<file path="config.mk">
export PLATFORM = sky130hd
export DESIGN_NAME = gps_cfg_ctrl_flat
export DESIGN_NICKNAME = d
export VERILOG_FILES = /design/src/rtl/gps_cfg_ctrl_if.sv /design/src/rtl/gps_cfg_ctrl.sv /design/src/flat_wrapper.sv
export SDC_FILE = /design/constraint.sdc
export NUM_CORES = 1
export LEC_CHECK = 0
export ABC_AREA = 1
export CAP_MARGIN = 30
export CELL_PAD_IN_SITES_DETAIL_PLACEMENT = 1
export CELL_PAD_IN_SITES_GLOBAL_PLACEMENT = 1
export CORE_MARGIN = 1
export CORE_UTILIZATION = 40
export DETAILED_ROUTE_END_ITERATION = 8
export PLACE_DENSITY_LB_ADDON = 0.1
export SLEW_MARGIN = 0
export SYNTH_ARGS = -nofsm -noshare
export SYNTH_HDL_FRONTEND = slang
export SYNTH_SLANG_ARGS = --single-unit
</file>
<file path="constraint.sdc">
create_clock -name clk_in -period 2.5 [get_ports clk_in]
set_input_delay 0.25 -clock clk_in [delete_from_list [all_inputs] [get_ports clk_in]]
set_output_delay 0.25 -clock clk_in [all_outputs]
set_load 0.02 [all_outputs]
</file>
<file path="src/rtl/gps_cfg_ctrl_if.sv">
// Byte-wide configuration link into gps_cfg_ctrl.
// Handshake: a byte moves on every rising clk_in edge where cfg_valid_in and
// cfg_ready_out are both high. While valid is high and ready is low, the
// master holds cfg_data_in stable. Ready does not depend on valid.
interface gps_cfg_ctrl_if;
  logic       cfg_valid_in;
  logic [7:0] cfg_data_in;
  logic       cfg_ready_out;

  modport master (output cfg_valid_in, output cfg_data_in, input cfg_ready_out);
  modport slave  (input cfg_valid_in, input cfg_data_in, output cfg_ready_out);
endinterface

</file>
<file path="src/rtl/gps_cfg_ctrl.sv">
// gps_cfg_ctrl: command sequencer for the GPS signal generator core.
// It parses WRITE/RUN/HALT byte frames and owns the core enable. It also
// commits satellite, code phase, Doppler, SNR and mode settings atomically.
// While the core runs, a commit waits for a C/A code epoch (or a timeout), so
// the generated signal never changes in the middle of a code period.
module gps_cfg_ctrl #(
  parameter int CA_LEN       = 16368,
  parameter int BYTE_TIMEOUT = 1024,
  parameter int PEND_TIMEOUT = 32768
) (
  input  logic          clk_in,
  input  logic          rst_in_n,
  gps_cfg_ctrl_if.slave cfg,
  input  logic          epoch_in,
  output logic          ena_out,
  output logic [4:0]    n_sat_out,
  output logic [15:0]   ca_phase_out,
  output logic [7:0]    doppler_out,
  output logic [7:0]    snr_out,
  output logic          use_preset_out,
  output logic [1:0]    preset_sel_out,
  output logic          use_msg_preset_out,
  output logic          noise_off_out,
  output logic          signal_off_out,
  output logic          commit_out,
  output logic          err_out,
  output logic [1:0]    state_dbg_out
);

  typedef enum logic [1:0] {
    S_IDLE    = 2'd0,
    S_PAYLOAD = 2'd1,
    S_PEND    = 2'd2
  } state_t;

  localparam logic [7:0] CMD_WRITE = 8'h01;
  localparam logic [7:0] CMD_RUN   = 8'h02;
  localparam logic [7:0] CMD_HALT  = 8'h03;

  // A single timeout counter serves both the byte gap (PAYLOAD) and the epoch
  // wait (PEND); the two states never overlap.
  localparam int TMO_MAX = (PEND_TIMEOUT > BYTE_TIMEOUT) ? PEND_TIMEOUT : BYTE_TIMEOUT;
  localparam int TW      = $clog2(TMO_MAX);
  localparam logic [TW-1:0] BYTE_LAST = TW'(BYTE_TIMEOUT - 1);
  localparam logic [TW-1:0] PEND_LAST = TW'(PEND_TIMEOUT - 1);
  localparam logic [16:0]   CA_LEN_V  = 17'(CA_LEN);

  state_t        state_q, state_d;
  logic [2:0]    idx_q, idx_d;
  logic [TW-1:0] tmo_q, tmo_d;
  logic          ready_q, ready_d;
  logic          ena_q, ena_d;
  logic          commit_q, commit_d;
  logic          err_q, err_d;

  // Shadow copy of the frame being received
  logic [7:0] sh_sat_q, sh_sat_d;
  logic [7:0] sh_ph_hi_q, sh_ph_hi_d;
  logic [7:0] sh_ph_lo_q, sh_ph_lo_d;
  logic [7:0] sh_dop_q, sh_dop_d;
  logic [7:0] sh_snr_q, sh_snr_d;
  logic [5:0] sh_flags_q, sh_flags_d;

  // Live settings seen by the core
  logic [4:0]  live_sat_q, live_sat_d;
  logic [15:0] live_phase_q, live_phase_d;
  logic [7:0]  live_dop_q, live_dop_d;
  logic [7:0]  live_snr_q, live_snr_d;
  logic [5:0]  live_flags_q, live_flags_d;

  logic accept;
  logic frame_bad;
  logic do_commit;

  assign accept = cfg.cfg_valid_in & ready_q;

  // Frame check applied when the flags byte (the last one) is on the bus
  assign frame_bad = (sh_sat_q[7:5] != 3'd0) ||
                     ({1'b0, sh_ph_hi_q, sh_ph_lo_q} >= CA_LEN_V) ||
                     (cfg.cfg_data_in[7:6] != 2'd0);

  // Next-state, shadow capture, validation and commit decision
  always_comb begin
    state_d      = state_q;
    idx_d        = idx_q;
    tmo_d        = tmo_q;
    ena_d        = ena_q;
    commit_d     = 1'b0;
    err_d        = 1'b0;
    do_commit    = 1'b0;
    sh_sat_d     = sh_sat_q;
    sh_ph_hi_d   = sh_ph_hi_q;
    sh_ph_lo_d   = sh_ph_lo_q;
    sh_dop_d     = sh_dop_q;
    sh_snr_d     = sh_snr_q;
    sh_flags_d   = sh_flags_q;
    live_sat_d   = live_sat_q;
    live_phase_d = live_phase_q;
    live_dop_d   = live_dop_q;
    live_snr_d   = live_snr_q;
    live_flags_d = live_flags_q;

    case (state_q)
      S_IDLE: begin
        if (accept) begin
          case (cfg.cfg_data_in)
            CMD_WRITE: begin
              state_d = S_PAYLOAD;
              idx_d   = 3'd0;
              tmo_d   = '0;
            end
            CMD_RUN:  ena_d = 1'b1;
            CMD_HALT: ena_d = 1'b0;
            default:  err_d = 1'b1;
          endcase
        end
      end

      S_PAYLOAD: begin
        if (accept) begin
          tmo_d = '0;
          idx_d = 3'(idx_q + 3'd1);
          case (idx_q)
            3'd0: sh_sat_d   = cfg.cfg_data_in;
            3'd1: sh_ph_hi_d = cfg.cfg_data_in;
            3'd2: sh_ph_lo_d = cfg.cfg_data_in;
            3'd3: sh_dop_d   = cfg.cfg_data_in;
            3'd4: sh_snr_d   = cfg.cfg_data_in;
            default: begin
              sh_flags_d = cfg.cfg_data_in[5:0];
              idx_d      = 3'd0;
              if (frame_bad) begin
                err_d   = 1'b1;
                state_d = S_IDLE;
              end else if (ena_q) begin
                state_d = S_PEND;
                tmo_d   = '0;
              end else begin
                do_commit = 1'b1;
                state_d   = S_IDLE;
              end
            end
          endcase
        end else if (tmo_q == BYTE_LAST) begin
          err_d   = 1'b1;
          state_d = S_IDLE;
          idx_d   = 3'd0;
        end else begin
          tmo_d = TW'(tmo_q + 1'b1);
        end
      end

      S_PEND: begin
        // An epoch wins; otherwise the commit is forced after the wait limit
        if (epoch_in || (tmo_q == PEND_LAST)) begin
          do_commit = 1'b1;
          state_d   = S_IDLE;
        end else begin
          tmo_d = TW'(tmo_q + 1'b1);
        end
      end

      default: state_d = S_IDLE;
    endcase

    // A rejected or aborted frame leaves nothing behind in the shadow
    if (err_d && (state_q == S_PAYLOAD)) begin
      sh_sat_d   = '0;
      sh_ph_hi_d = '0;
      sh_ph_lo_d = '0;
      sh_dop_d   = '0;
      sh_snr_d   = '0;
      sh_flags_d = '0;
    end

    if (do_commit) begin
      live_sat_d   = sh_sat_d[4:0];
      live_phase_d = {sh_ph_hi_d, sh_ph_lo_d};
      live_dop_d   = sh_dop_d;
      live_snr_d   = sh_snr_d;
      live_flags_d = sh_flags_d;
      commit_d     = 1'b1;
    end
  end

  // Ready is registered from the next state so it is low exactly while in PEND
  assign ready_d = (state_d != S_PEND);

  // State, counters, shadow and live registers with synchronous reset
  always_ff @(posedge clk_in) begin
    if (!rst_in_n) begin
      state_q      <= S_IDLE;
      idx_q        <= '0;
      tmo_q        <= '0;
      ready_q      <= 1'b1;
      ena_q        <= 1'b0;
      commit_q     <= 1'b0;
      err_q        <= 1'b0;
      sh_sat_q     <= '0;
      sh_ph_hi_q   <= '0;
      sh_ph_lo_q   <= '0;
      sh_dop_q     <= '0;
      sh_snr_q     <= '0;
      sh_flags_q   <= '0;
      live_sat_q   <= '0;
      live_phase_q <= '0;
      live_dop_q   <= '0;
      live_snr_q   <= '0;
      live_flags_q <= '0;
    end else begin
      state_q      <= state_d;
      idx_q        <= idx_d;
      tmo_q        <= tmo_d;
      ready_q      <= ready_d;
      ena_q        <= ena_d;
      commit_q     <= commit_d;
      err_q        <= err_d;
      sh_sat_q     <= sh_sat_d;
      sh_ph_hi_q   <= sh_ph_hi_d;
      sh_ph_lo_q   <= sh_ph_lo_d;
      sh_dop_q     <= sh_dop_d;
      sh_snr_q     <= sh_snr_d;
      sh_flags_q   <= sh_flags_d;
      live_sat_q   <= live_sat_d;
      live_phase_q <= live_phase_d;
      live_dop_q   <= live_dop_d;
      live_snr_q   <= live_snr_d;
      live_flags_q <= live_flags_d;
    end
  end

  assign cfg.cfg_ready_out   = ready_q;
  assign ena_out             = ena_q;
  assign n_sat_out           = live_sat_q;
  assign ca_phase_out        = live_phase_q;
  assign doppler_out         = live_dop_q;
  assign snr_out             = live_snr_q;
  assign use_preset_out      = live_flags_q[0];
  assign preset_sel_out      = live_flags_q[2:1];
  assign use_msg_preset_out  = live_flags_q[3];
  assign noise_off_out       = live_flags_q[4];
  assign signal_off_out      = live_flags_q[5];
  assign commit_out          = commit_q;
  assign err_out             = err_q;
  assign state_dbg_out       = state_q;

endmodule

</file>
<file path="src/flat_wrapper.sv">
// flat-port wrapper written by rule: the top's interface ports become plain ports
module gps_cfg_ctrl_flat 
#(
  parameter int CA_LEN       = 16368,
  parameter int BYTE_TIMEOUT = 1024,
  parameter int PEND_TIMEOUT = 32768
)
  (clk_in, rst_in_n, epoch_in, ena_out, n_sat_out, ca_phase_out, doppler_out, snr_out, use_preset_out, preset_sel_out, use_msg_preset_out, noise_off_out, signal_off_out, commit_out, err_out, state_dbg_out, cfg_cfg_valid_in, cfg_cfg_data_in, cfg_cfg_ready_out);
  gps_cfg_ctrl_if cfg_i ();
  input  logic clk_in;
  input  logic rst_in_n;
  input  logic epoch_in;
  output logic ena_out;
  output logic [4:0] n_sat_out;
  output logic [15:0] ca_phase_out;
  output logic [7:0] doppler_out;
  output logic [7:0] snr_out;
  output logic use_preset_out;
  output logic [1:0] preset_sel_out;
  output logic use_msg_preset_out;
  output logic noise_off_out;
  output logic signal_off_out;
  output logic commit_out;
  output logic err_out;
  output logic [1:0] state_dbg_out;
  input wire logic [$bits(cfg_i.cfg_valid_in)-1:0] cfg_cfg_valid_in;
  input wire logic [$bits(cfg_i.cfg_data_in)-1:0] cfg_cfg_data_in;
  output wire logic [$bits(cfg_i.cfg_ready_out)-1:0] cfg_cfg_ready_out;
  assign cfg_i.cfg_valid_in = cfg_cfg_valid_in;
  assign cfg_i.cfg_data_in = cfg_cfg_data_in;
  assign cfg_cfg_ready_out = cfg_i.cfg_ready_out;
  gps_cfg_ctrl #(.CA_LEN(CA_LEN), .BYTE_TIMEOUT(BYTE_TIMEOUT), .PEND_TIMEOUT(PEND_TIMEOUT)) u_core (.clk_in(clk_in), .rst_in_n(rst_in_n), .cfg(cfg_i), .epoch_in(epoch_in), .ena_out(ena_out), .n_sat_out(n_sat_out), .ca_phase_out(ca_phase_out), .doppler_out(doppler_out), .snr_out(snr_out), .use_preset_out(use_preset_out), .preset_sel_out(preset_sel_out), .use_msg_preset_out(use_msg_preset_out), .noise_off_out(noise_off_out), .signal_off_out(signal_off_out), .commit_out(commit_out), .err_out(err_out), .state_dbg_out(state_dbg_out));
endmodule
</file>
Word level (Yosys, flattened, before mapping)

Index checks and enable logic that the tools add are counted.

Multiply operators: 0
Bitwise gates (word level): 2
Add/subtract/negate cells: 2
Order comparisons: 1
Reductions and logical operators: 18
Shift-type cells: 0
Equality and inequality tests: 17
Divide/modulo/power cells: 0
Muxes and demuxes: 60

Operator list:

| cell                                                   | count |
|---|---|
| two-way mux 8 bit                                      | 16 |
| two-way mux 15 bit                                     | 5 |
| one-hot mux 15 bit (3 select lines)                    | 1 |
| two-way mux 6 bit                                      | 4 |
| two-way mux 5 bit                                      | 4 |
| equality test 8 x 2 -> 1 bit (second input constant)   | 2 |
| >= comparator 16 x 14 -> 1 bit (second input constant) | 1 |
| two-way mux 2 bit                                      | 8 |
| adder 15 x 1 -> 15 bit (second input constant)         | 1 |
| equality test 15 x 10 -> 1 bit (second input constant) | 1 |
| equality test 15 bit (second input constant)           | 1 |
| two-way mux 3 bit                                      | 5 |
| two-way mux 1 bit                                      | 12 |
| equality test 8 x 1 -> 1 bit (second input constant)   | 1 |
| equality test 3 x 2 -> 1 bit (second input constant)   | 2 |
| != test 2 bit (second input constant)                  | 3 |
| one-hot mux 1 bit (2 select lines)                     | 3 |
| one-hot mux 2 bit (3 select lines)                     | 1 |
| one-hot mux 3 bit (2 select lines)                     | 1 |
| AND reduction 3 bit                                    | 2 |
| nonzero test 2 bit                                     | 3 |
| nonzero test 3 bit                                     | 2 |
| AND reduction 5 bit                                    | 1 |
| OR reduction 5 bit                                     | 1 |
| 17 further kinds                                       | 19 |

Latch bits: 0
Memories: 0
Bits in read-only memories: 0
Flip-flop bits (word level): 113
Output and inout bits: 49
Bits in writable memories: 0

Depth between registers and ports, before layout

Gate-level depths: netlist (run 1).

Word-level depth: 9
Depth in mapped cells: 13
Mapped depth without buffers: 12

Least setup slack after synthesis (run 1)

Ideal clock, no wire load.

Path type: reg2reg
From: register u_core.state_q[1] (netlist: u_core.state_dbg_out[1])
To: register u_core.tmo_q[13]
Slack: 613 ps
Arrival: 1778 ps
Library setup time: 109 ps
Required time: 2391 ps
Path buffers: 0
Stages on the path, launching flop included: 13
Path through: dfxtp_1 > inv_1 > ha_1 > inv_2 > nor2_1 > o21ai_2 > inv_1 > nand2_1 > nand3_1 > nand2_1 > nand2_1 > nand2_1 > inv_1

Longest elaborated chain between the ends: 3
Elaborated cells on any way between the ends: 10

RTL lines:

| what                                                           | line                | text |
|---|---|---|
| start, declared                                                | gps_cfg_ctrl.sv:48  | `state_t state_q, state_d;` |
| start signal, assigned                                         | gps_cfg_ctrl.sv:211 | `state_q <= state_d;` |
| equality test 2 x 1 -> 1 bit, or another cell as far along     | gps_cfg_ctrl.sv:103 | `case (state_q)` |
| != test 3 x 2 -> 1 bit (no line), or another cell as far along | -                   |  |
| AND reduction 5 bit (no line)                                  | -                   |  |
| end signal, assigned                                           | gps_cfg_ctrl.sv:213 | `tmo_q <= tmo_d;` |
| end, declared                                                  | gps_cfg_ctrl.sv:50  | `logic [TW-1:0] tmo_q, tmo_d;` |

Parallel ways exist; a longest one is shown, timed or not.
A chain may end at the register's enable or synchronous reset.

Worst setup path in the final report (run 1)

From: register u_core.idx_q[2]
To: register u_core.live_snr_q[6] (netlist: u_core.snr_out[6])

Longest elaborated chain between the ends: 7
Elaborated cells on any way between the ends: 17

RTL lines:

| what                                                       | line                | text |
|---|---|---|
| start, declared                                            | gps_cfg_ctrl.sv:49  | `logic [2:0] idx_q, idx_d;` |
| start signal, assigned                                     | gps_cfg_ctrl.sv:212 | `idx_q <= idx_d;` |
| equality test 3 x 1 -> 1 bit, or another cell as far along | gps_cfg_ctrl.sv:123 | `case (idx_q)` |
| OR reduction 5 bit (no line)                               | -                   |  |
| two-way mux 1 bit                                          | gps_cfg_ctrl.sv:123 |  |
| two-way mux 1 bit                                          | gps_cfg_ctrl.sv:120 | `if (accept) begin` |
| one-hot mux 1 bit (2 select lines)                         | gps_cfg_ctrl.sv:103 |  |
| logical AND 1 bit                                          | gps_cfg_ctrl.sv:167 | `if (err_d && (state_q == S_PAYLOAD)) begin` |
| two-way mux 8 bit                                          | gps_cfg_ctrl.sv:167 |  |
| end signal, assigned                                       | gps_cfg_ctrl.sv:227 | `live_snr_q <= live_snr_d;` |
| end, declared                                              | gps_cfg_ctrl.sv:68  | `logic [7:0] live_snr_q, live_snr_d;` |

Parallel ways exist; a longest one is shown, timed or not.

==> report_table.html, run 1 <==
<table>
<tr><th>Metric</th><th>Value</th></tr>
<tr><th colspan="2">Clock network</th></tr>
<tr><td>Clock sink count</td><td>roughly 110</td></tr>
<tr><td>CTS HTree Levels</td><td>4</td></tr>
<tr><td>Reg clk slew, reported paths</td><td>~0.05 ns</td></tr>
<tr><td>Clock insertion delay at the later pin of the skew report</td><td>around 0.42 ns</td></tr>
<tr><td>Post-cts resize count</td><td>0</td></tr>
<tr><td>Root Buffer Master</td><td>clkbuf_16</td></tr>
<tr><td>Buffer count from post-CTS setup fixing</td><td>0</td></tr>
<tr><td>Number of buffers created by CTS</td><td>17</td></tr>
<tr><td>Number of buffers on the longest clock path</td><td>2</td></tr>
<tr><td>Quantity of hold-fixing buffers added after cts</td><td>0</td></tr>
<tr><td>TritonCTS clock tree</td><td>yes</td></tr>
<tr><th colspan="2">Layout</th></tr>
<tr><td>Share of final-layout standard cells stronger than drive strength 1</td><td>0.131</td></tr>
<tr><td>Final-layout fill cell count</td><td>approximately 1600</td></tr>
<tr><td>Area delta synth-&gt;final</td><td>25.5%</td></tr>
<tr><td>Final non-filler cell area</td><td>6500 µm²</td></tr>
<tr><td>Antenna diode count</td><td>0</td></tr>
<tr><td>NumNets Final</td><td>slightly below 800</td></tr>
<tr><th colspan="2">Worst setup path</th></tr>
<tr><td>Max FO, Critical Path</td><td>between 40 and 50</td></tr>
<tr><td>Worst setup startpoint</td><td>u_core.idx_q[2]</td></tr>
<tr><td>Worst setup path endpoint</td><td>u_core.snr_out[6]</td></tr>
<tr><td>Kind of end point of the critical path</td><td>flop</td></tr>
<tr><td>Crit Reg-Reg Endpoint</td><td>u_core.snr_out[6]</td></tr>
<tr><td>Critical Path AT</td><td>~2.6 ns</td></tr>
<tr><td>Type of the worst setup path</td><td>flop to flop</td></tr>
<tr><td>R2R setup slack</td><td>0.24 ns</td></tr>
<tr><td>FF-to-FF path depth</td><td>13</td></tr>
<tr><td>Req. time, crit path</td><td>about 2.8 ns</td></tr>
<tr><td>Launching point of the worst reg2reg path</td><td>u_core.idx_q[2]</td></tr>
<tr><td>Launching element type of the critical path</td><td>flop</td></tr>
<tr><th colspan="2">Global routing</th></tr>
<tr><td>GRT Resource Usage Total</td><td>0.244</td></tr>
<tr><td>Number of antenna violations at the first check in global routing</td><td>0</td></tr>
<tr><td>Wire length of the first global-routing pass</td><td>24800 µm</td></tr>
<tr><td>Via count of the first global-routing pass</td><td>roughly 4900</td></tr>
<tr><td>Maximum number of pins on one net before global-route repair</td><td>46</td></tr>
<tr><td>Overall overflow remaining after global route</td><td>0</td></tr>
<tr><th colspan="2">Route</th></tr>
<tr><td>Total wirelength of the detailed-routed design</td><td>between 10000 and 15000 µm</td></tr>
<tr><td>Detailed-route via count</td><td>4755</td></tr>
<tr><td>Vias per std cell</td><td>slightly above 5</td></tr>
<tr><td>Average wire per cell in the routed design</td><td>16.0 µm</td></tr>
<tr><td>Antenna Violating Nets Remaining</td><td>0</td></tr>
<tr><td>DRT iter0 DRCs</td><td>about 240</td></tr>
<tr><td>First-pass iteration count of the detailed router</td><td>4</td></tr>
<tr><td>DR DRC count</td><td>0</td></tr>
<tr><th colspan="2">Synth</th></tr>
<tr><td>Share of Yosys cell area claimed by the top area cell type</td><td>0.437</td></tr>
<tr><td>Count of distinct cell types in the synthesized netlist</td><td>31</td></tr>
<tr><td>Cell type with the largest total area after synthesis</td><td>dfxtp_1</td></tr>
<tr><td>Total standard cell area after synthesis</td><td>5180 µm²</td></tr>
<tr><td>Cells taking the most area after synthesis</td><td>dfxtp_1 (44%), nand3_1 (8.7%), nand2_1 (8.5%)</td></tr>
<tr><td>Most used standard cells in the synthesized netlist</td><td>nand2_1 (117), dfxtp_1 (113), nand3_1 (90)</td></tr>
<tr><td>Synth Net Count</td><td>around 700</td></tr>
<tr><td>Portion of the post-synthesis area used by sequential elements</td><td>0.437</td></tr>
<tr><td>Flip-flop and latch count after synthesis</td><td>about 110</td></tr>
<tr><td>Post-synth EDFFs</td><td>0</td></tr>
<tr><td>Count leader, synth</td><td>nand2_1</td></tr>
<tr><td>Main flop type after synthesis</td><td>dfxtp_1</td></tr>
<tr><td>Post-synthesis average cell area</td><td>around 7.6 µm²</td></tr>
<tr><td>Number of standard cells after synthesis</td><td>about 700</td></tr>
<tr><td>Fraction of synthesis flops using an asynchronous set or reset pin</td><td>0</td></tr>
<tr><td>Number of warning messages in the yosys log</td><td>0</td></tr>
<tr><th colspan="2">Timing</th></tr>
<tr><td>Period utilisation layout</td><td>0.905</td></tr>
<tr><td>Worst Hold Margin</td><td>0.236 ns</td></tr>
<tr><td>Number of endpoints failing setup at the final stage</td><td>0</td></tr>
<tr><td>Pin slew with the least headroom to its limit</td><td>0.536 ns</td></tr>
<tr><td>Total negative setup slack</td><td>0 ns</td></tr>
<tr><td>Minimum clock period after layout</td><td>2.26 ns</td></tr>
<tr><td>Unrepaired setup endpoints after global routing</td><td>no</td></tr>
<tr><td>Relative slew slack</td><td>0.641</td></tr>
<tr><td>Final Max Tran Viols</td><td>0</td></tr>
<tr><td>Final hold violations</td><td>0</td></tr>
<tr><td>Worst Clk Skew</td><td>0.00523 ns</td></tr>
<tr><td>Timing-limited maximum frequency</td><td>roughly 440 MHz</td></tr>
<tr><th colspan="2">Die</th></tr>
<tr><td>Cell Rows</td><td>41</td></tr>
<tr><td>Initial core utilization</td><td>0.410</td></tr>
<tr><td>Die area</td><td>~13000 µm²</td></tr>
<tr><td>Vertical extent of the die</td><td>about 120 µm</td></tr>
<tr><td>Die width</td><td>between 100 and 150 µm</td></tr>
<tr><td>Area of the core</td><td>12600 µm²</td></tr>
<tr><td>Number of top-level pins</td><td>61</td></tr>
<tr><th colspan="2">Min path</th></tr>
<tr><td>Cell depth of the worst min-delay path</td><td>3</td></tr>
<tr><td>Kind of path behind the tightest hold check</td><td>primary input to flop</td></tr>
<tr><th colspan="2">Pwr</th></tr>
<tr><td>Power per cell area</td><td>642 nW/µm²</td></tr>
<tr><td>Largest vdd supply drop</td><td>between 0.3 and 0.4 mV</td></tr>
<tr><td>Static Leakage</td><td>between 2 and 3 nW</td></tr>
<tr><th colspan="2">Place</th></tr>
<tr><td>Area of placed instances</td><td>between 5000 and 6000 µm²</td></tr>
<tr><td>RD Place Congestion</td><td>0.820</td></tr>
<tr><td>Post-DP HPWL</td><td>approximately 11000 µm</td></tr>
<tr><td>Port Buf Inserts</td><td>60</td></tr>
<tr><th colspan="2">Flow run</th></tr>
<tr><td>Max-capacitance violation count</td><td>0</td></tr>
<tr><th colspan="2">Status</th></tr>
<tr><td>Outcome</td><td>complete, no violations</td></tr>
</table>
[cell type report]
class	instances	area (µm²)	share of cell area
clock buffers	27	533	0.0820
clock inverters	4	22.5	0.00346
inverters	91	342	0.0526
multi-input cells	445	2320	0.358
flip-flops and latches	113	2260	0.348
well taps	172	215	0.0331
repair buffers	84	801	0.123
[logic make-up (layout without fill, tap and decap cells)]
group,after synthesis,count (layout),share of synthesized area
simple gates,291,291,0.267
compound gates,144,144,0.157
buf+inv,124,206,0.115
flops,113,113,0.437
fa+ha+maj,10,10,0.0242
[worst min-delay path by stage]
stage                             startpoint                     end
after floorplan           cfg_cfg_data_in[0]          u_core.ena_out
after global placement       u_core.tmo_q[7]         u_core.tmo_q[7]
after detailed placement  u_core.sh_sat_q[6]      u_core.sh_sat_q[6]
after CTS                           rst_in_n  u_core.ca_phase_out[6]
after global routing                rst_in_n  u_core.ca_phase_out[6]
final                               rst_in_n  u_core.ca_phase_out[7]
[stage by stage]
| step | instances | worst slack (ns) | total power [mW] | util |
|---|---|---|---|---|
| 2_1_floorplan | 682 | 0.613 | 1.91 | - |
| 3_3_place_gp | 905 | 0.192 | 1.96 | 0.471 |
| 3_5_place_dp | 905 | 0.134 | 1.96 | 0.471 |
| 4_1_cts | 936 | 0.141 | 4.22 | 0.515 |
| 5_1_grt | 936 | 0.0515 | 4.30 | 0.515 |
| 6_report | 936 | 0.236 | 4.17 | 0.515 |
[metal layers]
metal  global-route usage  wire (µm)  vias up
met5                    0          0        -
met3               0.0518        391       27
met1                0.281       6520     2304
met4               0.0974        304        0
met2                0.440       7780       65
li1                     -          -     2359
[where the power goes]
group / internal, mW / switching, mW / total, mW
combinational: 0.0381 / 0.0845 / 0.123
clock: 1.44 / 0.807 / 2.24
sequential: 1.81 / 0.00110 / 1.81
[critical path, cell delays in order (launching register included)]
cell,delay [ns]
dfxtp_1,0.38
inv_2,0.14
ha_1,0.29
nor2_2,0.11
nand3_2,0.12
inv_2,0.11
nand2_4,0.12
nor2_2,0.14
nand2_2,0.09
nand2_4,0.09
nand2_8,0.05
buf_4,0.27
nand3_1,0.12
o21ai_1,0.07
[flip-flops by register name, indices dropped and copies added, names as in the netlist, 6 cells and up]
register,flops
u_core.ca_phase_out,16
u_core.snr_out,8
u_core.sh_flags_q,6
u_core.live_flags_q,6
u_core.tmo_q,15
u_core.sh_ph_hi_q,8
u_core.sh_snr_q,8
u_core.sh_dop_q,8
u_core.sh_ph_lo_q,8
u_core.doppler_out,8
u_core.sh_sat_q,8
[cell usage in the layout (no fill, tap or decap), types with 5 or more instances in the layout]
cell,Yosys,final
o21ai_0,35,35
nor2_1,51,51
clkbuf_16,0,17
a21oi_1,43,43
clkbuf_8,0,7
nand3_1,90,90
ha_1,10,9
o21ai_1,41,41
buf_4,3,22
nand2_1,117,117
clkdlybuf4s50_1,0,59
nand4_1,8,8
inv_1,87,87
nand2_4,5,5
dfxtp_1,113,113
a21oi_2,20,20
No activity file was read; power rests on OpenSTA's default activity.
==> inputs of run 2 (changes only) <==
--- a/config.mk
+++ b/config.mk
@@ -12,6 +12,7 @@
 export CORE_MARGIN = 1
 export CORE_UTILIZATION = 40
 export DETAILED_ROUTE_END_ITERATION = 8
+export DONT_BUFFER_PORTS = 1
 export PLACE_DENSITY_LB_ADDON = 0.1
 export SLEW_MARGIN = 0
 export SYNTH_ARGS = -nofsm -noshare
==> run 2 against run 1 <==
Against the previous run: cell area shrank 8.9%; sequential power about the same; sequential share of layout area rose by 3.4 points; clock skew grew 0.0014 ns; critical path depth did not move; worst hold slack got worse by 0.23 ns; count of clock-buffer cells in the layout down 4; via count fell by 4.9%; routed wire length decreased by 0.95%; register-to-register slack improved by 0.07 ns; highest routed layer unchanged.
==> report_table.html, run 2 (synthesis results as in run 1) <==
<table>
<tr><th>Metric</th><th>Value</th></tr>
<tr><th colspan="2">Die</th></tr>
<tr><td>Vertical extent of the die</td><td>about 120 µm</td></tr>
<tr><td>Area of the core</td><td>roughly 13000 µm²</td></tr>
<tr><td>Initial core utilization</td><td>0.410</td></tr>
<tr><td>Die width</td><td>roughly 120 µm</td></tr>
<tr><td>Die area</td><td>approximately 13000 µm²</td></tr>
<tr><td>Number of top-level pins</td><td>slightly above 60</td></tr>
<tr><td>Cell Rows</td><td>a little over 40</td></tr>
<tr><th colspan="2">Min path</th></tr>
<tr><td>Kind of path behind the tightest hold check</td><td>primary input to flop</td></tr>
<tr><th colspan="2">Route</th></tr>
<tr><td>Vias per std cell</td><td>between 5 and 6</td></tr>
<tr><td>DR DRC count</td><td>0</td></tr>
<tr><td>Detailed-route via count</td><td>between 4000 and 5000</td></tr>
<tr><td>DRT iter0 DRCs</td><td>between 100 and 150</td></tr>
<tr><td>First-pass iteration count of the detailed router</td><td>4</td></tr>
<tr><td>Antenna Violating Nets Remaining</td><td>0</td></tr>
<tr><td>Average wire per cell in the routed design</td><td>between 15 and 20 µm</td></tr>
<tr><td>Total wirelength of the detailed-routed design</td><td>14900 µm</td></tr>
<tr><th colspan="2">Global routing</th></tr>
<tr><td>Maximum number of pins on one net before global-route repair</td><td>46</td></tr>
<tr><td>Via count of the first global-routing pass</td><td>approximately 4700</td></tr>
<tr><td>Overall overflow remaining after global route</td><td>0</td></tr>
<tr><td>GRT Resource Usage Total</td><td>0.239</td></tr>
<tr><td>Wire length of the first global-routing pass</td><td>about 24000 µm</td></tr>
<tr><td>Number of antenna violations at the first check in global routing</td><td>0</td></tr>
<tr><th colspan="2">Pwr</th></tr>
<tr><td>Switching pwr</td><td>a little over 0.9 mW</td></tr>
<tr><td>Static Leakage</td><td>2.61 nW</td></tr>
<tr><td>Power per cell area</td><td>714 nW/µm²</td></tr>
<tr><td>Total internal power</td><td>around 3.3 mW</td></tr>
<tr><td>Switching part of the total</td><td>0.216</td></tr>
<tr><td>Largest vdd supply drop</td><td>0.426 mV</td></tr>
<tr><td>Clk network pwr share</td><td>0.551</td></tr>
<tr><td>Proportion of power drawn by combinational gates</td><td>0.021</td></tr>
<tr><td>Sequential share of power</td><td>0.427</td></tr>
<tr><th colspan="2">Timing</th></tr>
<tr><td>Final hold violations</td><td>0</td></tr>
<tr><td>Number of endpoints failing setup at the final stage</td><td>0</td></tr>
<tr><td>Relative slew slack</td><td>0.590</td></tr>
<tr><td>Total negative setup slack</td><td>0 ns</td></tr>
<tr><td>Final Max Tran Viols</td><td>0</td></tr>
<tr><td>Unrepaired setup endpoints after global routing</td><td>no</td></tr>
<tr><td>Minimum clock period after layout</td><td>around 2.2 ns</td></tr>
<tr><td>Pin slew with the least headroom to its limit</td><td>between 0.6 and 0.7 ns</td></tr>
<tr><td>Worst Clk Skew</td><td>approximately 0.0067 ns</td></tr>
<tr><td>Timing-limited maximum frequency</td><td>about 450 MHz</td></tr>
<tr><td>Period utilisation layout</td><td>0.879</td></tr>
<tr><th colspan="2">Worst setup path</th></tr>
<tr><td>Launching element type of the critical path</td><td>flop</td></tr>
<tr><td>Kind of end point of the critical path</td><td>flop</td></tr>
<tr><td>Critical Path AT</td><td>between 2 and 2.5 ns</td></tr>
<tr><td>Req. time, crit path</td><td>between 2 and 3 ns</td></tr>
<tr><td>Max FO, Critical Path</td><td>45</td></tr>
<tr><td>Type of the worst setup path</td><td>flop to flop</td></tr>
<tr><th colspan="2">Clock network</th></tr>
<tr><td>Reg clk slew, reported paths</td><td>about 0.050 ns</td></tr>
<tr><td>Root Buffer Master</td><td>clkbuf_16</td></tr>
<tr><td>TritonCTS clock tree</td><td>yes</td></tr>
<tr><td>Buffer count from post-CTS setup fixing</td><td>0</td></tr>
<tr><td>CTS HTree Levels</td><td>4</td></tr>
<tr><td>Quantity of hold-fixing buffers added after cts</td><td>5</td></tr>
<tr><td>Post-cts resize count</td><td>0</td></tr>
<tr><td>Number of buffers created by CTS</td><td>17</td></tr>
<tr><td>Clock sink count</td><td>113</td></tr>
<tr><td>Number of buffers on the longest clock path</td><td>2</td></tr>
<tr><td>Clock insertion delay at the later pin of the skew report</td><td>between 0.4 and 0.5 ns</td></tr>
<tr><th colspan="2">Layout</th></tr>
<tr><td>Register area</td><td>2260 µm²</td></tr>
<tr><td>Flip-flop count of the largest register, all copies and words added</td><td>16</td></tr>
<tr><td>NumNets Final</td><td>713</td></tr>
<tr><td>Area delta synth-&gt;final</td><td>14.4%</td></tr>
<tr><td>Antenna diode count</td><td>0</td></tr>
<tr><td>Final-layout fill cell count</td><td>about 1600</td></tr>
<tr><td>Top library cells by usage in the layout, fill and taps aside</td><td>nand2_1 (117), dfxtp_1 (113), nand3_1 (90)</td></tr>
<tr><td>Share of final-layout standard cells stronger than drive strength 1</td><td>0.135</td></tr>
<tr><td>End-of-flow core utilization</td><td>0.469</td></tr>
<tr><td>Multi-input gate area in the final layout</td><td>roughly 2300 µm²</td></tr>
<tr><td>Most frequent standard cell in the layout excluding fill and tap cells</td><td>nand2_1</td></tr>
<tr><th colspan="2">Place</th></tr>
<tr><td>Port Buf Inserts</td><td>0</td></tr>
<tr><td>RD Place Congestion</td><td>about 0.79</td></tr>
<tr><td>Post-DP HPWL</td><td>9870 µm</td></tr>
<tr><th colspan="2">Status</th></tr>
<tr><td>Outcome</td><td>complete, no violations</td></tr>
<tr><th colspan="2">Flow run</th></tr>
<tr><td>Max-capacitance violation count</td><td>0</td></tr>
</table>
run 2: cell count changes in the layout (fill, tap and decap cells not counted), sizes merged:
cell	before	now
inv	91	92
dlygate4sd3	0	4
clkdlybuf4s50	59	0
bufinv	0	1
clkinv	3	4
clkbuf	27	23
clkinvlp	1	2
buf	25	19
run 2: worst max-delay path, cell delays in order (launching register included):
cell	delay, ns
dfxtp_1	0.38
inv_2	0.14
ha_1	0.28
nor2_2	0.11
nand3_2	0.13
inv_2	0.11
nand2_4	0.11
nor2_2	0.11
nand2_2	0.07
nand2_4	0.09
nand2_8	0.05
buf_4	0.28
nand3_1	0.13
o21ai_1	0.06
run 2: area by class of cell:
class	instances	share of cell area
repair buffers	23	0.0351
clock buffers	23	0.0841
well taps	172	0.0363
flip-flops and latches	113	0.382
inverters	91	0.0577
clock inverters	8	0.0131
multi-input cells	445	0.392
run 2: path summary, 6_finish.rpt:
path | startpoint | to | slack [ns] | cells past startpoint
hold reg to reg | u_core.tmo_q[7] | u_core.tmo_q[7] | 0.47 | 2
setup / recovery | u_core.idx_q[2] | u_core.ca_phase_out[12] | 0.30 | 13
setup reg to reg | u_core.idx_q[2] | u_core.ca_phase_out[12] | 0.30 | 13
hold / removal | rst_in_n | u_core.sh_snr_q[6] | 0.01 | 2
run 2: metrics by stage:
step	area [µm²]	power (mW)	hold slack, ns	instances	setup WS, ns
after global placement	5290	1.91	0.360	839	0.410
after detailed placement	5290	1.91	0.369	839	0.314
final	5920	4.23	0.0110	875	0.302
after floorplan	5180	1.91	0.359	682	0.613
after global routing	5920	4.36	0.0140	875	0.105
after CTS	5920	4.28	0.00171	875	0.295
run 2: power groups by stage:
stage	sequential, mW	combinational [mW]	clock (mW)
2_1_floorplan	1.84	0.0617	0
3_3_place_gp	1.84	0.0685	0
3_5_place_dp	1.84	0.0700	0
4_1_cts	1.81	0.0928	2.38
5_1_grt	1.81	0.0981	2.46
6_report	1.81	0.0905	2.33
run 2: layer usage:
metal / routed length, µm / global-route usage / share of wire
met2: 7790 / 0.431 / 0.52
met3: 688 / 0.0680 / 0.046
met1: 6100 / 0.262 / 0.41
met4: 276 / 0.0966 / 0.019
met5: 0 / 0 / 0
==> inputs of run 3 (changes only) <==
--- a/config.mk
+++ b/config.mk
@@ -10,10 +10,11 @@
 export CELL_PAD_IN_SITES_DETAIL_PLACEMENT = 1
 export CELL_PAD_IN_SITES_GLOBAL_PLACEMENT = 1
 export CORE_MARGIN = 1
-export CORE_UTILIZATION = 40
+export CORE_UTILIZATION = 45
+export CTS_BUF_LIST = sky130_fd_sc_hd__clkbuf_4 sky130_fd_sc_hd__clkbuf_8
 export DETAILED_ROUTE_END_ITERATION = 8
 export DONT_BUFFER_PORTS = 1
-export PLACE_DENSITY_LB_ADDON = 0.1
+export PLACE_DENSITY = 0.88
 export SLEW_MARGIN = 0
 export SYNTH_ARGS = -nofsm -noshare
 export SYNTH_HDL_FRONTEND = slang
==> run 3 against run 2 <==
Against the previous run: first-iteration DRC count increased by 43%; setup slack got worse by 0.18 ns; critical endpoint is now u_core.n_sat_out[0]; final cell count decreased by 4.5%; clock power decreased by 24%; cell area decreased by 4.1%; routed wire length increased by 2.6%; combinational power increased by 15%; via count increased by 3.0%; global-route usage increased by 3.3 points; count of clock-buffer cells in the layout decreased by 3.
==> report_table.html, run 3 (synthesis results as in run 1) <==
<table>
<tr><th>Metric</th><th>Value</th></tr>
<tr><th colspan="2">Route</th></tr>
<tr><td>Detailed-route via count</td><td>4658</td></tr>
<tr><td>First-pass iteration count of the detailed router</td><td>4</td></tr>
<tr><td>Antenna Violating Nets Remaining</td><td>0</td></tr>
<tr><td>DRT iter0 DRCs</td><td>approximately 200</td></tr>
<tr><td>Total wirelength of the detailed-routed design</td><td>between 15000 and 20000 µm</td></tr>
<tr><td>Vias per std cell</td><td>5.57</td></tr>
<tr><td>Average wire per cell in the routed design</td><td>between 15 and 20 µm</td></tr>
<tr><td>DR DRC count</td><td>0</td></tr>
<tr><th colspan="2">Clock network</th></tr>
<tr><td>Number of buffers created by CTS</td><td>17</td></tr>
<tr><td>Root Buffer Master</td><td>clkbuf_8</td></tr>
<tr><td>Clock insertion delay at the later pin of the skew report</td><td>0.45 ns</td></tr>
<tr><td>Number of buffers on the longest clock path</td><td>2</td></tr>
<tr><td>TritonCTS clock tree</td><td>yes</td></tr>
<tr><td>Reg clk slew, reported paths</td><td>around 0.08 ns</td></tr>
<tr><td>Clock sink count</td><td>around 110</td></tr>
<tr><td>Buffer count from post-CTS setup fixing</td><td>0</td></tr>
<tr><td>CTS HTree Levels</td><td>4</td></tr>
<tr><th colspan="2">Worst setup path</th></tr>
<tr><td>Buf/Inv on CP</td><td>2</td></tr>
<tr><td>Req. time, crit path</td><td>2.83 ns</td></tr>
<tr><td>Cell-by-cell listing of the critical path</td><td>inv_1, ha_1, nor2_2, nand3_2, inv_2, nand2_4, nor2_2, nand2_2, nand2_4, nand2_8, nand2_8, a21oi_1</td></tr>
<tr><td>Type of the worst setup path</td><td>flop to flop</td></tr>
<tr><td>Family of cells with the greatest summed delay on the critical path</td><td>simple AND/OR/NAND/NOR gates</td></tr>
<tr><td>Critical Path AT</td><td>approximately 2.7 ns</td></tr>
<tr><td>Launching element type of the critical path</td><td>flop</td></tr>
<tr><td>Slowest stage cell on the critical path</td><td>dfxtp_1</td></tr>
<tr><td>Max stage delay on crit path</td><td>~0.4 ns</td></tr>
<tr><td>Max FO, Critical Path</td><td>between 40 and 50</td></tr>
<tr><td>Kind of end point of the critical path</td><td>flop</td></tr>
<tr><th colspan="2">Timing</th></tr>
<tr><td>Pin slew with the least headroom to its limit</td><td>about 0.68 ns</td></tr>
<tr><td>Post-route setup slack</td><td>approximately 0.12 ns</td></tr>
<tr><td>Total negative setup slack</td><td>0 ns</td></tr>
<tr><td>Period utilisation layout</td><td>0.952</td></tr>
<tr><td>Unrepaired setup endpoints after global routing</td><td>yes</td></tr>
<tr><td>Final hold violations</td><td>0</td></tr>
<tr><td>Minimum clock period after layout</td><td>2.38 ns</td></tr>
<tr><td>Worst Clk Skew</td><td>~0.015 ns</td></tr>
<tr><td>Timing-limited maximum frequency</td><td>between 400 and 500 MHz</td></tr>
<tr><td>Relative slew slack</td><td>0.547</td></tr>
<tr><td>Final Max Tran Viols</td><td>0</td></tr>
<tr><td>Number of endpoints failing setup at the final stage</td><td>0</td></tr>
<tr><td>Worst Hold Margin</td><td>around 0.027 ns</td></tr>
<tr><th colspan="2">Layout</th></tr>
<tr><td>End-of-flow core utilization</td><td>0.515</td></tr>
<tr><td>Most frequent standard cell in the layout excluding fill and tap cells</td><td>nand2_1</td></tr>
<tr><td>Share of final-layout standard cells stronger than drive strength 1</td><td>0.126</td></tr>
<tr><td>Count of placed standard cells in the final layout, fillers left out</td><td>836</td></tr>
<tr><td>NumNets Final</td><td>slightly above 700</td></tr>
<tr><td>Antenna diode count</td><td>0</td></tr>
<tr><td>Final non-filler cell area</td><td>~5700 µm²</td></tr>
<tr><td>Area delta synth-&gt;final</td><td>9.64%</td></tr>
<tr><td>Flip-flop count of the largest register, all copies and words added</td><td>16</td></tr>
<tr><td>Top library cells by usage in the layout, fill and taps aside</td><td>nand2_1 (117), dfxtp_1 (113), nand3_1 (90)</td></tr>
<tr><th colspan="2">Pwr</th></tr>
<tr><td>Largest vdd supply drop</td><td>between 0.6 and 0.7 mV</td></tr>
<tr><td>Static Leakage</td><td>around 2.5 nW</td></tr>
<tr><td>Total power consumption of the routed design</td><td>between 3 and 4 mW</td></tr>
<tr><td>Power per cell area</td><td>around 650 nW/µm²</td></tr>
<tr><th colspan="2">Global routing</th></tr>
<tr><td>Wire length of the first global-routing pass</td><td>between 20000 and 25000 µm</td></tr>
<tr><td>GRT Resource Usage Total</td><td>0.272</td></tr>
<tr><td>Overall overflow remaining after global route</td><td>0</td></tr>
<tr><td>Number of antenna violations at the first check in global routing</td><td>0</td></tr>
<tr><td>Maximum number of pins on one net before global-route repair</td><td>between 70 and 80</td></tr>
<tr><td>Via count of the first global-routing pass</td><td>~5000</td></tr>
<tr><th colspan="2">Die</th></tr>
<tr><td>Vertical extent of the die</td><td>~110 µm</td></tr>
<tr><td>Cell Rows</td><td>38</td></tr>
<tr><td>Die width</td><td>109 µm</td></tr>
<tr><td>Die area</td><td>between 10000 and 15000 µm²</td></tr>
<tr><td>Number of top-level pins</td><td>61</td></tr>
<tr><td>Initial core utilization</td><td>0.470</td></tr>
<tr><td>Area of the core</td><td>about 11000 µm²</td></tr>
<tr><th colspan="2">Min path</th></tr>
<tr><td>Kind of path behind the tightest hold check</td><td>primary input to flop</td></tr>
<tr><th colspan="2">Place</th></tr>
<tr><td>Area of placed instances</td><td>between 5000 and 6000 µm²</td></tr>
<tr><td>RD Place Congestion</td><td>0.879</td></tr>
<tr><td>Post-DP HPWL</td><td>a little under 10000 µm</td></tr>
<tr><td>Placed Cells incl. Taps</td><td>800</td></tr>
<tr><td>Port Buf Inserts</td><td>0</td></tr>
<tr><td>Post-placement worst setup slack</td><td>about 0.065 ns</td></tr>
<tr><th colspan="2">Flow run</th></tr>
<tr><td>Max-capacitance violation count</td><td>0</td></tr>
<tr><th colspan="2">Status</th></tr>
<tr><td>Outcome</td><td>complete, no violations</td></tr>
</table>
## run 3: final timing paths
check | from | to | slack [ns] | cells past startpoint
setup / recovery | u_core.idx_q[0] | u_core.n_sat_out[0] | 0.12 | 12
hold / removal | rst_in_n | u_core.sh_flags_q[0] | 0.03 | 2
setup reg to reg | u_core.idx_q[0] | u_core.n_sat_out[0] | 0.12 | 12
hold reg to reg | u_core.sh_sat_q[5] | u_core.sh_sat_q[5] | 0.48 | 2
## run 3: area by class of cell
class | count | area (µm²)
fillers | 1374 | 5350
multi-input cells | 445 | 2340
flip-flops and latches | 113 | 2260
inverters | 91 | 342
clock buffers | 20 | 263
well taps | 140 | 175
repair buffers | 17 | 160
clock inverters | 10 | 138
## run 3: worst register-to-register path, cell delays in order (launching register included)
cell and delay, ns:
dfxtp_1 0.40, inv_1 0.12, ha_1 0.34, nor2_2 0.17
nand3_2 0.14, inv_2 0.12, nand2_4 0.11, nor2_2 0.12
nand2_2 0.08, nand2_4 0.09, nand2_8 0.19, nand2_8 0.28
a21oi_1 0.11
## run 3: timing repair
| action | 4_1_cts | 5_1_grt |
|---|---|---|
| setup endpoints to repair | 0 | 32 |
| gates resized for setup | 0 | 2 |
| hold endpoints to repair | 90 | 0 |
| hold buffers | 6 | 0 |
## run 3: metal layers
layer	part of all wire	GRT usage
met5	0	0
met2	0.51	0.475
met1	0.40	0.300
met3	0.070	0.0907
met4	0.018	0.115
## run 3: power breakdown
group | switching (mW) | internal (mW) | leakage, nW | total, mW
clock | 0.739 | 1.02 | 0.201 | 1.76
combinational | 0.0772 | 0.0268 | 1.38 | 0.104
sequential | 0.00233 | 1.80 | 0.910 | 1.80
total | 0.819 | 2.85 | 2.49 | 3.67
==> variant, RTL diff (config.mk and constraints of run 3) <==
Register the output `state_dbg_out` once more, with the module's reset; this adds one clock of latency there. The other outputs are not delayed to match.
--- a/src/rtl/gps_cfg_ctrl.sv
+++ b/src/rtl/gps_cfg_ctrl.sv
@@ -243,5 +243,11 @@
   assign commit_out          = commit_q;
   assign err_out             = err_q;
-  assign state_dbg_out       = state_q;
+  always_ff @(posedge clk_in) begin
+    if (!rst_in_n) begin
+      state_dbg_out <= '0;
+    end else begin
+      state_dbg_out <= state_q;
+    end
+  end
 
 endmodule
Formal check against the unedited RTL: not equivalent (Yosys sat finds a counterexample within 4 cycles, from zero or initial values and one cycle with rst_in_n low).
==> variant against run 3 <==
  * Synthesized area fell by 2.2%
  * Core utilization rose by 1.0 points
  * Worst setup slack improved by 0.085 ns
  * Clock power rose by 16%
  * Sequential cell count rose by 2
  * Wire length rose by 3.6%
  * Cell count rose by 3.0%
  * Critical path type unchanged
  * Clock skew fell by 0.0054 ns
  * Power rose by 8.6%
  * Design area rose by 0.66%
  * Die area fell by 2.2%
==> variant: results <==
group,metric,value,unit
pwr,ir_worst_vdd,0.422,mV
timing,finalClockSkew,0.0100,ns
global_route,gr_layer_usage_met3,7.35,%
route,wl_met1,6.49,mm
route,detailroute.wirelength.met3,880,µm
worst_setup_path,timing.critical_path.fanout_max,30,
cells_and_area,non_filler_cells_final,861,
worst_setup_path,timing.critical_path.arrival,2.62,ns
global_route,global_route.usage.total,28.9,%
pwr,share_comb_of_total_power,2.5,%
global_route,grt_use_met2,50.2,%
worst_setup_path,r2r_setup_slack,0.21,ns
place,post-dp-hpwl,9.77,mm
logic_synthesis,synth_top_cells_by_count,"132 x nand2_1, 115 x dfxtp_1, 97 x nand3_1",
worst_setup_path,destination_of_the_worst_register_to_register_timing_path,"u_core.ca_phase_out[3]$_SDFFE_PN0P_",
pwr,leakage_power_figure,2.55,nW
route,wirelength,15.8,mm
global_route,first_pass_grt_wire_length,25.6,mm
logic_synthesis,post_synth_main_area_contributors,"dfxtp_1 45%, nand2_1 9.8%, nand3_1 9.6%",
worst_setup_path,r2r_cells,11,
cells_and_area,final_nets,731,
hold_path,hold_end,"u_core.sh_dop_q[7]$_SDFF_PN0_",
cells_and_area,fillers,1392,
timing,worst_slew_pin_slew,0.623,ns
timing,timing.hold.ws,0.0215,ns
logic_synthesis,synth_compound_gate_area_share,13.8,%
logic_synthesis,synth-adder-area-share,2.47,%
pwr,power_switching,0.843,mW
place,placed_cells_incl_taps,826,
logic_synthesis,synth.avg_cell_area,7.19,µm²
pwr,p_seq,1.84,mW
global_route,grt_max_degree,43,
global_route,grt_util_met1,32.6,%
run_status,outcome,"finished, final reports clean",
## variant: changes by cell type after synthesis, sizes merged, moves of 3 or more
cell / before / now
o21ai: 78 / 75
nand2: 124 / 137
buf: 29 / 20
nor3: 2 / 5
a21oi: 63 / 57
inv: 91 / 94
nor2: 57 / 68
clkbuf: 4 / 11
## variant: per-stage QoR
| stage | setup slack [ns] | cell area, µm² |
|---|---|---|
| finish | 0.206 | 5720 |
| global route | 0.0568 | 5720 |
| CTS | 0.202 | 5710 |
| detailed placement | 0.337 | 5180 |
| global placement | 0.470 | 5180 |
| floorplan | 0.615 | 5070 |
## variant: cell type report
class                      count  area share [%]
tap                          140            3.06
inverter                      94            6.17
clock buffer                  22            5.08
timing repair buffer          16            2.85
clock inverter                 9            3.09
sequential                   115            40.3
multi-input combinational    465            39.5
## variant: repair_timing
item / 4_1_cts / 5_1_grt
hold buffers: 4 / 0
gates resized for setup: 0 / 1
endpoints found under the hold margin: 42 / 0
setup endpoints to repair: 0 / 1
